### config.mk
export PLATFORM = sky130hd
export DESIGN_NAME = fp16_add_ctrl
export DESIGN_NICKNAME = d
export VERILOG_FILES = /design/src/rtl/fp16_pkg.sv /design/src/rtl/fp16_exc_check.sv /design/src/rtl/fp16_add_ctrl.sv
export SDC_FILE = /design/constraint.sdc
export NUM_CORES = 1
export LEC_CHECK = 0
export ABC_AREA = 1
export ABC_CLOCK_PERIOD_IN_PS = 2440
export BUFFER_PORTS_ARGS = -buffer_cell sky130_fd_sc_hd__buf_2
export CORE_MARGIN = 8
export CORE_UTILIZATION = 35
export CTS_CLUSTER_DIAMETER = 50
export DETAILED_ROUTE_END_ITERATION = 8
export GPL_TIMING_DRIVEN = 1
export PLACE_DENSITY = 0.57
export REMOVE_ABC_BUFFERS = 1
export SETUP_SLACK_MARGIN = 0.5
export SLEW_MARGIN = 20
export SYNTH_ARGS = -nofsm -noshare
export SYNTH_HDL_FRONTEND = slang
export SYNTH_SLANG_ARGS = --single-unit
### constraint.sdc
create_clock -name clk -period 2.44 [get_ports clk]
set_clock_uncertainty 0.1 [all_clocks]
set_input_delay 0.366 -clock clk [delete_from_list [all_inputs] [get_ports clk]]
set_output_delay 0.366 -clock clk [all_outputs]
set_load 0.05 [all_outputs]
### src/rtl/fp16_pkg.sv
// fp16_pkg: shared definitions for the fp16 adder sequencer.
//   - binary16 field widths and special encodings
//   - FSM state encoding
//   - response record and operand-class helpers
package fp16_pkg;

  localparam int SIGN_W = 1;
  localparam int EXP_W  = 5;
  localparam int MANT_W = 10;

  localparam logic [EXP_W-1:0] EXP_MAX = 5'h1F;
  localparam logic [15:0]      QNAN    = 16'h7E00;

  typedef enum logic [1:0] {IDLE, CHECK, ADD_WAIT, RESP} state_t;

  typedef struct packed {
    logic [15:0] q;
    logic        id;
    logic        exc;
    logic        timeout;
  } rsp_t;

  function automatic logic fp_is_nan(input logic [15:0] x);
    return (x[MANT_W +: EXP_W] == EXP_MAX) && (x[MANT_W-1:0] != '0);
  endfunction

  function automatic logic fp_is_inf(input logic [15:0] x);
    return (x[MANT_W +: EXP_W] == EXP_MAX) && (x[MANT_W-1:0] == '0);
  endfunction

  // +0 and -0 only; subnormals go to the adder.
  function automatic logic fp_is_zero(input logic [15:0] x);
    return x[MANT_W+EXP_W-1:0] == '0;
  endfunction

endpackage

### src/rtl/fp16_exc_check.sv
// fp16_exc_check: combinational special-operand classifier.
//   a, b : binary16 operands
//   exc  : pair is answered without the adder
//   q    : the direct answer (valid when exc=1)
// Rules are prioritised; the first matching one decides the answer.
module fp16_exc_check
  import fp16_pkg::*;
(
  input  logic [15:0] a,
  input  logic [15:0] b,
  output logic        exc,
  output logic [15:0] q
);

  logic               a_nan, b_nan, a_inf, b_inf, a_zero, b_zero;
  logic [MANT_W-1:0]  a_m, b_m;
  logic               a_s, b_s;

  assign a_nan  = fp_is_nan(a);
  assign b_nan  = fp_is_nan(b);
  assign a_inf  = fp_is_inf(a);
  assign b_inf  = fp_is_inf(b);
  assign a_zero = fp_is_zero(a);
  assign b_zero = fp_is_zero(b);
  assign a_m    = a[MANT_W-1:0];
  assign b_m    = b[MANT_W-1:0];
  assign a_s    = a[MANT_W+EXP_W];
  assign b_s    = b[MANT_W+EXP_W];

  always_comb begin
    exc = 1'b1;
    q   = '0;
    if (a_nan && b_nan)
      q = {a_s, EXP_MAX, (a_m < b_m) ? a_m : b_m};
    else if (a_nan)
      q = a;
    else if (b_nan)
      q = b;
    else if (a_inf || b_inf)
      // opposite infinities deliberately give inf (sign of A), not NaN
      q = {a_inf ? a_s : b_s, EXP_MAX, {MANT_W{1'b0}}};
    else if (a_zero)
      q = b;
    else if (b_zero)
      q = a;
    else
      exc = 1'b0;
  end

endmodule

### src/rtl/fp16_add_ctrl.sv
// fp16_add_ctrl: two-port round-robin front end for a shared multi-cycle
// fp16 adder.
//   clk, rst                : clock, synchronous active-high reset
//   reqN_valid/ready/a/b    : requester N operand pair (ready is the only
//                             combinational path, valid -> ready in IDLE)
//   add_start/a/b, done/q   : start/done handshake to the adder core
//   rsp_valid/ready         : response handshake
//   rsp_q/id/exc/timeout    : result, requester id, exception/timeout flags
// Special operands are answered locally; a stuck adder is cut off after
// ADD_TIMEOUT cycles with a quiet NaN.
module fp16_add_ctrl
  import fp16_pkg::*;
#(
  parameter int ADD_TIMEOUT = 64
) (
  input  logic        clk,
  input  logic        rst,
  input  logic        req0_valid,
  output logic        req0_ready,
  input  logic [15:0] req0_a,
  input  logic [15:0] req0_b,
  input  logic        req1_valid,
  output logic        req1_ready,
  input  logic [15:0] req1_a,
  input  logic [15:0] req1_b,
  output logic        add_start,
  output logic [15:0] add_a,
  output logic [15:0] add_b,
  input  logic        add_done,
  input  logic [15:0] add_q,
  output logic        rsp_valid,
  input  logic        rsp_ready,
  output logic [15:0] rsp_q,
  output logic        rsp_id,
  output logic        rsp_exc,
  output logic        rsp_timeout
);

  localparam int                CNT_W    = (ADD_TIMEOUT > 2) ? $clog2(ADD_TIMEOUT) : 1;
  localparam logic [CNT_W-1:0]  CNT_LAST = CNT_W'(ADD_TIMEOUT - 1);

  state_t            state;
  logic              ptr;      // preferred requester on a tie
  logic [CNT_W-1:0]  cnt;
  logic              id_r;
  logic              exc_r;
  logic [15:0]       exc_q_r;
  rsp_t              rsp_r;

  logic              gnt_any, gnt_id;
  logic [15:0]       in_a, in_b;
  logic              chk_exc;
  logic [15:0]       chk_q;

  // Grant: preferred requester if valid, else whichever is valid.
  always_comb begin
    gnt_any = req0_valid | req1_valid;
    gnt_id  = ptr ? req1_valid : (req1_valid & ~req0_valid);
  end

  // Gated by rst so no handshake is signalled in a cycle the FSM discards.
  assign req0_ready = ~rst & (state == IDLE) & gnt_any & ~gnt_id;
  assign req1_ready = ~rst & (state == IDLE) & gnt_any &  gnt_id;

  assign in_a = gnt_id ? req1_a : req0_a;
  assign in_b = gnt_id ? req1_b : req0_b;

  // The classifier looks at the granted pair while it is captured so the
  // verdict is already registered in CHECK; this lets add_start be a flop
  // that is high exactly during CHECK.
  fp16_exc_check u_exc (
    .a   (in_a),
    .b   (in_b),
    .exc (chk_exc),
    .q   (chk_q)
  );

  assign rsp_q       = rsp_r.q;
  assign rsp_id      = rsp_r.id;
  assign rsp_exc     = rsp_r.exc;
  assign rsp_timeout = rsp_r.timeout;

  always_ff @(posedge clk) begin
    if (rst) begin
      state     <= IDLE;
      ptr       <= 1'b0;
      cnt       <= '0;
      id_r      <= 1'b0;
      exc_r     <= 1'b0;
      exc_q_r   <= '0;
      add_start <= 1'b0;
      add_a     <= '0;
      add_b     <= '0;
      rsp_valid <= 1'b0;
      rsp_r     <= '0;
    end else begin
      case (state)
        IDLE: begin
          if (gnt_any) begin
            add_a     <= in_a;
            add_b     <= in_b;
            id_r      <= gnt_id;
            ptr       <= ~gnt_id;
            exc_r     <= chk_exc;
            exc_q_r   <= chk_q;
            add_start <= ~chk_exc;
            state     <= CHECK;
          end
        end
        CHECK: begin
          add_start <= 1'b0;
          cnt       <= '0;
          if (exc_r) begin
            rsp_r     <= '{q: exc_q_r, id: id_r, exc: 1'b1, timeout: 1'b0};
            rsp_valid <= 1'b1;
            state     <= RESP;
          end else begin
            state     <= ADD_WAIT;
          end
        end
        ADD_WAIT: begin
          // done has priority over a coincident timeout
          if (add_done) begin
            rsp_r     <= '{q: add_q, id: id_r, exc: 1'b0, timeout: 1'b0};
            rsp_valid <= 1'b1;
            state     <= RESP;
          end else if (cnt == CNT_LAST) begin
            rsp_r     <= '{q: QNAN, id: id_r, exc: 1'b1, timeout: 1'b1};
            rsp_valid <= 1'b1;
            state     <= RESP;
          end else begin
            cnt <= cnt + 1'b1;
          end
        end
        RESP: begin
          if (rsp_ready) begin
            rsp_valid <= 1'b0;
            state     <= IDLE;
          end
        end
        default: state <= IDLE;
      endcase
    end
  end

endmodule

==> impl_metrics.csv <==
group,metric,value,unit
timing,slew_viol_final,0,
timing,clock.fmax,428.6,MHz
logic_synthesis,ys_ff_latch,80,
critical_path,path_cells,"inv_4 > nand2_8 > buf_8 > buf_12 > nand3_2 > nand2_2 > buf_4 > buf_4 > buf_4 > buf_4 > buf_4 > buf_4 > buf_4 > nand2_1 > nand2_1 > nand2_1 > nand2_1 > nand2_1 > a21oi_1",
run,maxCapViolCount,0,
power,switching_share,47.49,%
timing,hold_viol,0,
critical_path,crit_start,"ptr$_SDFFE_PP0P_",
global_route,grt_use_total,20.12,%
logic_synthesis,yosys_warnings,0,
logic_synthesis,postSynthCellCount,748,
clock_tree,ctsHoldBuffers,0,
timing,fin_crit_sh,95.63,%
timing,setup_viol,0,
critical_path,worstSetupStartpointType,"flip-flop",
clock_tree,clkLatencyLatePin,350,ps
die,num_rows,43,
logic_synthesis,synthFlopType,"dfxtp_1",
die,core_area,13770,um2
run_status,status,"complete, no violations",
power,power_switching,3.720,mW
clock_tree,cts_made_buffers,9,
die,ios,141,
power,p_int,4.113,mW
critical_path,r2r_start,"ptr$_SDFFE_PP0P_",
final_layout,stdcell_count,1179,
final_layout,fillerInstances,1351,
route,drc,0,
critical_path,reg2reg_depth,19,
clock_tree,clockBufferDepth,2,
final_layout,areaGrowthSynthToFinish,57.91,%
route,drtAntennaViolNets,0,
timing,setup_slack,106.6,ps
final_layout,n_antenna_cell,0,
logic_synthesis,yosys.area.top_type,"dfxtp_1",
global_route,gr-total-overflow,0,
final_layout,final_nets,1094,
die,die_area,17980,um2
clock_tree,clock-sinks,80,
logic_synthesis,netlist_area,4881,um2
logic_synthesis,ys_seq_area_share,32.81,%
place,dp_slack,-240.3,ps
global_route,antenna_found_initial,0,
power,cellPowerDensity,1016,nW/um2
route,wl_per_cell,15.84,um
critical_path,r2r_end,"exc_q_r[2]$_SDFFE_PP0P_",
route,dr_total_vias,5872,
global_route,first_global_vias,5972,
power,leakagePower,3.839,nW
min_path,hold_path.class,"input pin to flip-flop",
critical_path,cp-end-kind,"flip-flop",
route,drt_iter0_markers,408,
timing,tns,0,ps
power,sequentialPowerShare,25.0,%
power,combPwrFrac,57.0,%
critical_path,critPathKind,"flip-flop to flip-flop",
final_layout,multi_input_area,3347,um2
timing,maxSlewHeadroom,68.54,%
die,die_width,134.1,um
route,viasPerCell,4.980,
logic_synthesis,synth_top_area_share,32.81,%
final_layout,register_area,1608,um2
critical_path,crit_required,2580,ps
logic_synthesis,synth_cell_types,37,
final_layout,fin_area,7707,um2
min_path,hold_depth,3,
final_layout,drive_gt1_share,44.14,%
critical_path,crit_path_top_delay_cell,"dfxtp_2",
min_path,hp-start,"add_q[1]",
place,dpl_cell_area,6362,um2
final_layout,final_cell_mix,"nand2_1 (179), buf_2 (138), buf_4 (104)",
clock_tree,cts_root_buffer,"clkbuf_16",
critical_path,ff2ff_setup_slack,110,ps
die,die_y,134.1,um
timing,tightest_slew,471.3,ps
final_layout,final_util,55.96,%
power,pwr-share-clk,18.1,%
route,first_pass_iters,4,
timing,fin_crit,2333,ps
timing,rsz0062_at_grt,"true",
logic_synthesis,synth_area_leaders,"dfxtp_1 (33%), nand2_1 (17%), inv_1 (6.6%)",
critical_path,critPathArrivalTime,2470,ps
critical_path,slowest_delay,320,ps
power,total_power,7.833,mW
clock_tree,cts-htree-levels,3,
logic_synthesis,synth_edf_count,0,
place,io_buffers,140,
route,wl,18680,um
clock_tree,clkTransAtPathRegs,60,ps
critical_path,critPathMaxFanout,8,
clock_tree,cts_tree,"yes",
power,ir_drop,0.5151,mV
timing,hold_slack,187.1,ps
place,dp.cells,1123,
final_layout,final_common_cell,"nand2_1",
global_route,grt_pass1_wl,29260,um
die,initial_utilization,35.44,%
place,gp_congestion,0.8777,
global_route,grt_start_max_net_pins,50,
critical_path,cpMostUsedCell,"buf_4",
place,dpl.hpwl,13140,um
logic_synthesis,async_flop_share,0,%
logic_synthesis,syn_area_per_cell,6.525,um2
min_path,hold_end,"rsp_q[1]$_SDFFE_PP0P_",
## worst max path at each step
stage	cells after the start	end	slack, ps
after floorplan	6	req0_ready	-3450
after global placement	18	exc_q_r[5]$_SDFFE_PP0P_	-210
after detailed placement	16	exc_q_r[0]$_SDFFE_PP0P_	-240
after CTS	17	exc_q_r[0]$_SDFFE_PP0P_	150
after global routing	19	exc_q_r[0]$_SDFFE_PP0P_	-30
final	19	exc_q_r[2]$_SDFFE_PP0P_	110
## cells in the mapped netlist (5+ instances only)
master	count
inv_2	6
clkbuf_1	18
nor3_1	5
nor2_1	58
o22ai_1	6
nor2_4	5
o21ai_1	13
o211ai_1	38
a211oi_1	9
buf_2	8
a31oi_1	11
nand2_2	5
buf_6	6
nand3_1	64
ha_1	13
o21ai_0	32
nand2_1	218
a21oi_1	34
inv_1	86
dfxtp_1	80
## critical path: cells and delay by family, from the launching register on
| kind | cells | cell delay [ps] |
|---|---|---|
| DFF | 1 | 320 |
| and+or+nand+nor | 8 | 500 |
| AOI/OAI and AO/OA | 1 | 50 |
| buffers and inverters | 10 | 1230 |
## power groups by stage
| stage | combinational (mW) | clock (mW) | sequential [mW] |
|---|---|---|---|
| floorplan | 1.48 | 0 | 2.95 |
| global placement | 3.69 | 0 | 1.96 |
| detailed placement | 3.69 | 0 | 1.97 |
| CTS | 4.08 | 1.45 | 1.95 |
| global route | 4.81 | 1.50 | 2.01 |
| finish | 4.46 | 1.41 | 1.96 |
## cell type report
cell class,count,share of cell area [%]
inverter,93,4.724
sequential,80,20.86
tap,180,2.922
clock inverter,4,0.6656
multi-input combinational,543,43.43
timing repair buffer,268,24.12
clock buffer,11,3.279
## what timing repair did
item / 4_1_cts / 5_1_grt
endpoints found under the setup margin: 32 / 44
endpoints found under the hold margin: 0 / 0
resized for setup: 87 / 96
setup buffers: 25 / 8
pin swaps: 39 / 57
gates cloned: 4 / 4
## per-layer routing
metal / GRT usage [%] / routed length, um
met1: 24.10 / 8197
met2: 33.93 / 8922
met3: 4.562 / 1080
met4: 8.484 / 478
met5: 0 / 0
## sequential cells by signal, indices dropped and copies added, names as in the netlist, 2 cells and up
name,cells
add_a,16
add_b,16
exc_q_r,16
state,2
cnt,6
rsp_q,16
## logic make-up (layout without fill, tap and decap cells)
kind of cell,after synthesis,after routing,share of synthesized area [%]
flops,80,80,32.81
compound gates,149,149,18.71
fa+ha+maj,13,13,3.333
buf+inv,130,376,11.36
simple gates,376,381,33.79
Note: power is estimated with default switching activity, not from simulation.
